$ cat config.mk
export PLATFORM = sky130hd
export DESIGN_NAME = inst_fetch
export DESIGN_NICKNAME = d
export VERILOG_FILES = /design/src/rtl/inst_fetch_pkg.sv /design/src/rtl/inst_fetch_pc_next.sv /design/src/rtl/inst_fetch.sv
export SDC_FILE = /design/constraint.sdc
export NUM_CORES = 1
export LEC_CHECK = 0
export ABC_AREA = 1
export CAP_MARGIN = 10
export CORE_AREA = 2 2 102 104
export DETAILED_ROUTE_END_ITERATION = 8
export DIE_AREA = 0 0 104 106
export HOLD_SLACK_MARGIN = 0.06
export PLACE_DENSITY = 0.93
export SYNTH_ARGS = -nofsm -noshare
export SYNTH_HDL_FRONTEND = slang
export SYNTH_SLANG_ARGS = --single-unit
$ cat constraint.sdc
create_clock -name clk -period 2.7 [get_ports clk]
set_input_delay 0.54 -clock clk [delete_from_list [all_inputs] [get_ports clk]]
set_output_delay 0.54 -clock clk [all_outputs]
set_load 0.02 [all_outputs]
$ cat src/rtl/inst_fetch_pkg.sv
// Shared types and constants for the instruction fetch stage.
package inst_fetch_pkg;

  localparam int unsigned XLEN = 32;

  // addi x0,x0,0
  localparam logic [XLEN-1:0] NOP_INST = 32'h0000_0013;

  localparam logic [XLEN-1:0] DEFAULT_RESET_PC = 32'h0000_0000;

  typedef enum logic [1:0] {
    FETCH_IDLE  = 2'd0,
    FETCH_REQ   = 2'd1,
    FETCH_WAIT  = 2'd2,
    FETCH_VALID = 2'd3
  } fetch_state_e;

  // Request payload presented to instruction memory
  typedef struct packed {
    logic            req;
    logic [XLEN-1:0] addr;
  } imem_req_t;

endpackage

$ cat src/rtl/inst_fetch_pc_next.sv
// Next-PC selection: sequential PC+4 or word-aligned redirect target.
module inst_fetch_pc_next
  import inst_fetch_pkg::*;
(
  input  logic [31:0] pc_q,
  input  logic        pc_sel,
  input  logic [31:0] alu_target,
  output logic [31:0] pc_next,
  output logic [31:0] pc_plus4,
  output logic        misalign_err_d
);

  // Modulo-2^32 increment; wraps with no flag
  assign pc_plus4 = pc_q + 32'(4);

  // Redirect target always has its low two bits dropped
  assign pc_next = pc_sel ? {alu_target[XLEN-1:2], 2'b00} : pc_plus4;

  // Redirect to a target that was not word aligned
  assign misalign_err_d = pc_sel & (|alu_target[1:0]);

endmodule

$ cat src/rtl/inst_fetch.sv
// Instruction fetch: holds the PC, issues one imem request at a time and
// presents the returned word to the decoder.
module inst_fetch
  import inst_fetch_pkg::*;
#(
  parameter logic [31:0] RESET_PC = DEFAULT_RESET_PC
) (
  input  logic        clk,
  input  logic        reset_n,
  input  logic        PCSel,
  input  logic [31:0] alu_target,
  input  logic        stall,
  output logic        imem_req,
  output logic [31:0] imem_addr,
  input  logic        imem_ready,
  input  logic        imem_rvalid,
  input  logic [31:0] imem_rdata,
  output logic [31:0] Inst,
  output logic [31:0] PC,
  output logic [31:0] PC_plus4,
  output logic        inst_valid,
  output logic        misalign_err
);

  localparam logic [XLEN-1:0] RESET_PC_ALIGNED = {RESET_PC[XLEN-1:2], 2'b00};

  fetch_state_e    state_q;
  fetch_state_e    state_d;
  logic [XLEN-1:0] pc_q;
  logic [XLEN-1:0] inst_q;
  logic            inst_valid_q;
  logic            misalign_q;
  logic [XLEN-1:0] pc_next;
  logic [XLEN-1:0] pc_plus4;
  logic            misalign_err_d;
  imem_req_t       imem_c;

  inst_fetch_pc_next u_pc_next (
    .pc_q           (pc_q),
    .pc_sel         (PCSel),
    .alu_target     (alu_target),
    .pc_next        (pc_next),
    .pc_plus4       (pc_plus4),
    .misalign_err_d (misalign_err_d)
  );

  // FSM state register
  always_ff @(posedge clk or negedge reset_n) begin
    if (!reset_n) begin
      state_q <= FETCH_IDLE;
    end else begin
      state_q <= state_d;
    end
  end

  // Next-state logic
  always_comb begin
    state_d = state_q;
    case (state_q)
      FETCH_IDLE:  state_d = FETCH_REQ;
      FETCH_REQ:   if (imem_ready)  state_d = FETCH_WAIT;
      FETCH_WAIT:  if (imem_rvalid) state_d = FETCH_VALID;
      FETCH_VALID: if (!stall)      state_d = FETCH_REQ;
      default:     state_d = FETCH_IDLE;
    endcase
  end

  // Memory request decoded from state and PC only
  always_comb begin
    imem_c      = '0;
    imem_c.addr = pc_q;
    if (state_q == FETCH_REQ) begin
      imem_c.req = 1'b1;
    end
  end

  // PC, instruction capture and misalignment pulse
  always_ff @(posedge clk or negedge reset_n) begin
    if (!reset_n) begin
      pc_q         <= RESET_PC_ALIGNED;
      inst_q       <= NOP_INST;
      inst_valid_q <= 1'b0;
      misalign_q   <= 1'b0;
    end else begin
      misalign_q <= 1'b0;
      case (state_q)
        FETCH_WAIT: begin
          // Responses in any other state are stale and dropped
          if (imem_rvalid) begin
            inst_q       <= imem_rdata;
            inst_valid_q <= 1'b1;
          end
        end
        FETCH_VALID: begin
          if (!stall) begin
            pc_q         <= pc_next;
            inst_valid_q <= 1'b0;
            misalign_q   <= misalign_err_d;
          end
        end
        default: ;
      endcase
    end
  end

  assign imem_req     = imem_c.req;
  assign imem_addr    = imem_c.addr;
  assign Inst         = inst_valid_q ? inst_q : NOP_INST;
  assign PC           = pc_q;
  assign PC_plus4     = pc_plus4;
  assign inst_valid   = inst_valid_q;
  assign misalign_err = misalign_q;

endmodule

==> results.toml, run 1 <==
[run_status]
run_status = "complete, no violations"

[power]
power_density_nw_per_um2 = 1080
combinationalPowerShare_pct = 60.0
pwr-share-clk_pct = 12.0
p_sw_share_pct = 44.9
switchingPower_mw = 3.12
p_seq_share_pct = 28.0
p_int_mw = 3.84
p_leak_nw = 3.18
peakVddDrop_mv = 0.554

[flow_run]
max_cap_viol_count = 0

[setup_path]
crit_slowest_cell = "clkdlybuf4s50_1"
endpoint_kind = "output pin"
required_ns = 2.16
reg2reg_to = "PC[10]"
critPathKind = "reg -> out"
cp.arrival_ns = 2.06
crit_chain = "buf_4 > inv_1 > nor2_4 > nand2_4 > xor2_1 > inv_1 > clkdlybuf4s50_1"
worst-path-max-fanout = 5
critPathLaunchType = "register"
rr_startpoint = "state_q[0]"
r2r_cells = 8
slowest_delay_ns = 0.62
r2r_setup_slack_ns = 0.79
crit_path_frequent_cell = "inv_1"

[worst_hold_path]
min_path_type = "in -> async"

[floorplan]
rows = 37
boundaryPins = 201
fp.dieArea_sq_um = 11000
start_util_pct = 43.6
core_area_sq_um = 10000
die_width_um = 104
die_height_um = 106

[grt]
antenna_found_initial = 0
grt_pass1_vias = 4137
grt-ovfl-total = 0
grt_max_degree = 37
grt_pass1_wl_mm = 20.4
grt_usage_pct = 23.1

[sta]
rsz0062_at_grt = "no"
fin_setup_tns_ns = 0
fin_crit_sh_pct = 96.4
fin_crit_ns = 2.60
slew_viol_final = 0
layout_setup_ws_ns = 0.0965
slew_headroom_pct = 59.3
holdWs_ns = 0.209
fin_skew_ns = 0.00917
finalSetupViolations = 0
tightestPinTransition_ns = 0.610
hold_viol = 0
fmax_ghz = 0.384

[drt]
vias = 4163
ant_nets = 0
wl_per_cell_um = 14.2
wl_mm = 12.6
drc = 0
first_pass_iters = 4
drt_iter0_drc = 216
vias_per_cell = 4.69

[final_layout]
drive_gt1_share_pct = 13.0
fin_area_sq_um = 6430
final_cell_mix = "176 x nand2_1, 170 x clkdlybuf4s50_1, 93 x inv_1"
num_antenna_cells = 0
final_util_pct = 64.3
nNetsFinal = 820
mostFrequentLayoutCell = "nand2_1"
area_delta_synth_final_pct = 47.6

[cts]
htreeDepth = 3
cts.sinks = 66
post-cts-setup-buffers = 0
clk_latency_ns = 0.34
cts_buffers = 9
clk_path_buf_depth = 2
cts_tree = "done"
cts_root_buffer = "clkbuf_8"
clk_pin_slew_ns = 0.07

[synth]
seq_area_frac_synth_pct = 38.0
synth_top_area_share_pct = 36.2
syn_avg_cell_area_sq_um = 7.55
netlist_instances = 577
synth_area_leaders = "dfrtp_1 36%, nand2_1 15%, inv_1 8.0%, mux2_2 7.5%, buf_4 6.2%"
syn_area_sq_um = 4360
ys_seq_elements = 66
ys_warn_count = 0
yosysTopAreaCell = "dfrtp_1"
synth_cell_types = 28

[placed_design]
gp_congestion = 0.921
pre_cts_ws_ns = 0.153
dp_hpwl_mm = 9.74
place_area_sq_um = 6240
port_buffers = 194
## synthesized netlist by cell type, drive strengths merged
cell type and n:
conb 1, buf 47, xor2 14, o21ai 19, xnor2 1, dfrtp 63, nand3 47, nor2 49
dfstp 3, inv 93, ha 4, o221ai 1, nor3 1, mux2 29, and2 6, nand4 1
clkbuf 7, mux2i 1, o211ai 6, nand2 181, a21oi 3
## worst max-delay path, delay by kind of cell (launching register included)
family	cells	cell delay [ns]
simple gates	2	0.28
flops	1	0.37
buf+inv	4	0.92
xor+xnor	1	0.16
## cell type report
type	count	area (sq um)
clock buffers	11	141
inverters	93	349
multi-input cells	369	2040
flip-flops and latches	66	1670
well taps	136	170
fillers	838	3570
repair buffers	207	2010
clock inverters	5	55.1
## flip-flops by register name (all words and copies together) (netlist names)
register	count
PC	30
inst_q	32
inst_valid	1
misalign_err	1
state_q	2
## power by group through the flow
stage	sequential (mW)	combinational, mW	clock, mW
after floorplan	2.12	2.32	0
after global placement	1.90	4.22	0
after detailed placement	1.95	4.28	0
after CTS	1.94	4.21	0.857
after global routing	2.02	4.49	0.898
final	1.95	4.17	0.834
## metrics by stage
stage          std cells  total power [mW]
2_1_floorplan        582              4.44
3_3_place_gp         871              6.12
3_5_place_dp         871              6.23
4_1_cts              887              7.00
5_1_grt              887              7.40
6_report             887              6.96
## layer usage
metal / track usage, % / vias up / wire, um
met1: 27.4 / 1914 / 5210
met2: 41.4 / 183 / 6270
li1: - / 2046 / -
met4: 7.24 / 0 / 192
met5: 0 / - / 0
met3: 5.64 / 20 / 894
## cell families after synthesis
logic type	after synthesis	synth area share, %
AND/OR/NAND/NOR	285	29.0
buffers and inverters	147	16.1
flip-flops	66	38.0
multiplexers	30	7.73
AO/OA/AOI/OAI	29	3.76
XOR/XNOR	15	4.22
adder cells (fa/ha/maj)	4	1.15
other	1	0.0861
## what timing repair did
action	in CTS	in global routing
endpoints found under the setup margin	21	6
resized for setup	31	5
hold buffers	0	0
## worst max path at each step
stage,start,to,cells past startpoint
2_1_floorplan,PC[3],PC_plus4[26],8
3_3_place_gp,PC[11],PC_plus4[15],6
3_5_place_dp,PC[11],PC_plus4[15],6
4_1_cts,PC[2],PC_plus4[10],6
5_1_grt,PC[2],PC_plus4[26],9
6_report,PC[2],PC_plus4[9],7
Note: power is estimated with default switching activity, not from simulation.
==> run 2: changes to the inputs <==
- CORE_AREA: 2 2 102 104 -> 2 2 108 110
- CTS_CLUSTER_SIZE: not set -> 10
- DIE_AREA: 0 0 104 106 -> 0 0 110 112
- PLACE_DENSITY: 0.93 -> 0.85
==> run 2 against run 1 <==
First-iteration DRC count grew 6.5%. Die area rose by 12%. Cell count grew 0.90%. Count of clock-buffer cells in the layout is 1 lower. Non-clock buffer count up 1. Critical path depth stayed put. Clock power is 51% higher. Fmax rose by 2.8%. Sequential power barely moved. Routed wire length fell by 0.12%. Critical endpoint is now PC_plus4[12]. Sequential share of layout area fell by 0.68 points. Largest power group unchanged.
==> results.toml, run 2 (same netlist as run 1, synthesis figures left out) <==
[final_layout]
final_cell_mix = "176 x nand2_1, 169 x clkdlybuf4s50_1, 93 x inv_1"
area_delta_synth_final_pct = 51.6
nFillCells = 986
largest_reg_flops = 32
num_antenna_cells = 0
nNetsFinal = 821
multi_input_area_sq_um = 2040
largest_register = "inst_q"
mostFrequentLayoutCell = "nand2_1"
ff_latch_area_sq_um = 1670
drive_gt1_share_pct = 13.4

[setup_path]
slowest_delay_ns = 0.37
rr_startpoint = "state_q[0]"
required_ns = 2.16
critPathLaunchType = "register"
critPathBufInv = 1
critPathLaunch = "PC[2]"
crit_chain = "ha_1 > nand2_1 > nor2_2 > nand2_4 > nor2_4 > xor2_1 > dlygate4sd2_1"
critPathKind = "reg -> out"
endpoint_kind = "output pin"
crit_slowest_cell = "dlygate4sd2_1"
cp.arrival_ns = 1.99
cpLargestDelayFamily = "simple AND/OR/NAND/NOR gates"
worst-path-max-fanout = 4

[cts]
cts.sinks = 66
post-cts-setup-buffers = 0
cts_buffers = 9
cts_tree = "done"
hold_buffers = 0
clk_path_buf_depth = 2
htreeDepth = 3
clk_latency_ns = 0.33
cts_root_buffer = "clkbuf_16"
cts_resized = 29
clk_pin_slew_ns = 0.05

[power]
power_density_nw_per_um2 = 1120
p_total_mw = 7.41
peakVddDrop_mv = 0.539
p_leak_nw = 3.27

[grt]
antenna_found_initial = 0
grt_pass1_vias = 4022
grt_max_degree = 41
grt-ovfl-total = 0
grt_usage_pct = 20.9
grt_pass1_wl_mm = 19.9

[drt]
ant_nets = 0
vias = 4121
vias_per_cell = 4.60
drc = 0
first_pass_iters = 5
wl_per_cell_um = 14.0
drt_iter0_drc = 230
wl_mm = 12.6

[sta]
hold_viol = 0
slew_viol_final = 0
rsz0062_at_grt = "no"
fmax_ghz = 0.395
fin_setup_tns_ns = 0
fin_crit_ns = 2.53
fin_crit_sh_pct = 93.8
slew_headroom_pct = 62.5
finalSetupViolations = 0
layout_setup_ws_ns = 0.168
fin_skew_ns = 0.00719
tightestPinTransition_ns = 0.561

[floorplan]
core_area_sq_um = 11200
rows = 39
fp.dieArea_sq_um = 12300
die_width_um = 110
boundaryPins = 201
start_util_pct = 39.0
die_height_um = 112

[placed_design]
gp_congestion = 0.890
pre_cts_ws_ns = 0.144
dp_hpwl_mm = 9.67
port_buffers = 194

[run_status]
run_status = "complete, no violations"

[worst_hold_path]
min_path_type = "in -> async"

[flow_run]
max_cap_viol_count = 0
## run 2: changes by cell type in the layout (fill, tap and decap cells not counted), sizes merged
cell,change
dlymetal6s2s,+1
bufinv,+1
clkinvlp,-1
buf,+1
clkinv,+1
dlygate4sd2,-1
clkdlybuf4s50,-1
## run 2: through the flow
step           cell area [sq um]  instances  utilization [%]  hold slack, ns
2_1_floorplan               4380        582                -           0.244
3_3_place_gp                6280        879             56.2           0.460
3_5_place_dp                6280        879             56.2           0.469
4_1_cts                     6590        895             59.0           0.223
5_1_grt                     6610        895             59.1           0.247
6_report                    6610        895             59.1           0.219
## run 2: power by group
group / internal [mW] / leakage (nW) / switching [mW]
combinational: 1.93 / 2.32 / 2.27
clock: 0.834 / 0.159 / 0.431
sequential: 1.49 / 0.792 / 0.455
total: 4.25 / 3.27 / 3.16
## run 2: layout make-up
cell class / count / area share (%)
clock buffer: 10 / 3.62
inverter: 93 / 5.29
clock inverter: 6 / 1.36
tap: 143 / 2.71
sequential: 66 / 25.2
timing repair buffer: 208 / 31.0
multi-input combinational: 369 / 30.8
## run 2: worst paths after layout
kind | depth (start not counted) | end | slack, ns
hold reg to reg | 2 | inst_q[0] | 0.47
min in group clk | 2 | inst_q[0] | 0.47
max in group asynchronous | 2 | PC[19] | 1.99
hold / removal | 2 | inst_q[24] | 0.22
setup / recovery | 7 | PC_plus4[12] | 0.17
setup reg to reg | 5 | inst_q[10] | 1.05
## run 2: layer usage
layer,track usage (%),share of wire [%],up-vias
li1,-,-,2049
met1,24.6,40,1855
met2,35.2,48,186
met3,5.56,9.4,31
met4,9.11,3.1,0
met5,0,0,-
==> run 3: changes to the inputs <==
- CORE_AREA: 2 2 108 110 -> 5 5 111 113
- DIE_AREA: 0 0 110 112 -> 0 0 116 118
- SLEW_MARGIN: not set -> 40
==> run 3 against run 2 <==
Count of clock-buffer cells in the layout unchanged. Non-clock buffer count increased by 2. Via count decreased by 1.7%. Cell count increased by 0.22%. Clock power is 8% higher. Die area is 11% higher. Register-to-register slack about the same. Critical path type unchanged.
==> results.toml, run 3 (same netlist as run 1, synthesis figures left out) <==
[final_layout]
drive_gt1_share_pct = 13.0
fin_area_sq_um = 6610
largest_register = "inst_q"
num_antenna_cells = 0
final_cell_mix = "176 x nand2_1, 171 x clkdlybuf4s50_1, 93 x inv_1"
largest_reg_flops = 32
mostFrequentLayoutCell = "nand2_1"
nNetsFinal = 823
area_delta_synth_final_pct = 51.8

[drt]
ant_nets = 0
drc = 0
wl_mm = 13.0
first_pass_iters = 4
drt_iter0_drc = 285
vias = 4052
wl_per_cell_um = 14.5
vias_per_cell = 4.52

[setup_path]
r2r_cells = 5
critPathLaunch = "PC[6]"
slowest_delay_ns = 0.62
r2r_setup_slack_ns = 1.04
required_ns = 2.16
critPathKind = "reg -> out"
crit_slowest_cell = "clkdlybuf4s50_1"
crit_chain = "nand2_1 > nor2_2 > nand2_4 > xor2_1 > inv_1 > clkdlybuf4s50_1"
reg2reg_to = "inst_q[13]"
worst-path-max-fanout = 6
critPathLaunchType = "register"
rr_startpoint = "state_q[0]"
cp.arrival_ns = 2.04
crit_end = "PC_plus4[9]"
endpoint_kind = "output pin"

[sta]
fin_skew_ns = 0.00548
slew_viol_final = 0
hold_viol = 0
fin_setup_tns_ns = 0
fin_crit_sh_pct = 95.7
fin_crit_ns = 2.58
rsz0062_at_grt = "no"
slew_headroom_pct = 61.8
finalSetupViolations = 0
fmax_ghz = 0.387
tightestPinTransition_ns = 0.572

[power]
p_leak_nw = 3.24
peakVddDrop_mv = 0.607
power_density_nw_per_um2 = 1130
p_total_mw = 7.50

[flow_run]
max_cap_viol_count = 0

[placed_design]
place_area_sq_um = 6280
port_buffers = 194
dp_hpwl_mm = 10.2
gp_congestion = 0.880

[cts]
clk_latency_ns = 0.32
clk_path_buf_depth = 2
cts_root_buffer = "clkbuf_16"
cts_tree = "done"
clk_pin_slew_ns = 0.06
post-cts-setup-buffers = 0
cts.sinks = 66
cts_buffers = 9
htreeDepth = 3
hold_buffers = 0

[grt]
grt_usage_pct = 19.1
grt_pass1_vias = 4104
grt-ovfl-total = 0
grt_max_degree = 47
antenna_found_initial = 0
grt_pass1_wl_mm = 20.9

[floorplan]
start_util_pct = 38.8
core_area_sq_um = 11200
die_width_um = 116
fp.dieArea_sq_um = 13700
die_height_um = 118
boundaryPins = 201
rows = 39

[run_status]
run_status = "complete, no violations"

[worst_hold_path]
min_path_type = "in -> async"
## run 3: cell count changes in the layout (fill, tap and decap cells not counted)
cell	delta
dlygate4sd2_1	+2
clkbuf_1	+1
nor2_1	+2
dfrtp_1	+1
nor2_2	-2
clkinv_2	-1
clkdlybuf4s50_1	+2
dlymetal6s2s_1	-3
bufinv_16	+1
clkbuf_2	-1
buf_12	-1
buf_4	+3
clkbuf_8	-1
dfrtp_2	-1
## run 3: final cells by class
cell class                 count  area [sq um]
multi-input combinational    369          2030
fill                        1027          4610
sequential                    66          1660
clock buffer                  10           229
inverter                      93           349
tap                          143           179
clock inverter                 6           115
timing repair buffer         210          2040
## run 3: through the flow
step           setup slack, ns  utilization [%]  hold WS (ns)  cells
3_3_place_gp             0.210             56.0         0.463    881
6_report                 0.117             58.9         0.196    897
4_1_cts                 0.0838             58.9         0.204    897
5_1_grt                0.00686             58.9         0.229    897
2_1_floorplan            0.586                -         0.244    582
3_5_place_dp             0.206             56.0         0.472    881
## run 3: what timing repair did
action / 4_1_cts / 5_1_grt
pin swaps: 0 / 1
resized for setup: 31 / 1
hold endpoints to repair: 0 / 0
endpoints found under the setup margin: 22 / 1
## run 3: worst max-delay path: cells and delay by family, from the launching register on
family / cells / cell delay, ns
xor+xnor: 1 / 0.16
buf+inv: 2 / 0.69
flops: 1 / 0.44
simple gates: 3 / 0.43
## run 3: worst min path at each step
stage | from | depth (start not counted) | to
final | reset_n | 1 | inst_q[26]
after global routing | reset_n | 1 | inst_q[7]
after CTS | reset_n | 1 | PC[6]
after detailed placement | inst_q[0] | 2 | inst_q[0]
after global placement | inst_q[1] | 2 | inst_q[1]
after floorplan | reset_n | 0 | PC[10]
## run 3: layer usage
| layer | global-route usage (%) | up-vias | wire length, um |
|---|---|---|---|
| li1 | - | 2054 | - |
| met1 | 24.2 | 1814 | 5620 |
| met2 | 31.4 | 164 | 6150 |
| met3 | 4.83 | 20 | 996 |
| met4 | 6.09 | 0 | 273 |
| met5 | 0 | - | 0 |
## run 3: report_power, final
group | switching, mW | internal [mW] | total, mW
Combinational | 2.28 | 1.93 | 4.22
Clock | 0.459 | 0.906 | 1.36
Sequential | 0.434 | 1.48 | 1.92
Total | 3.18 | 4.32 | 7.50
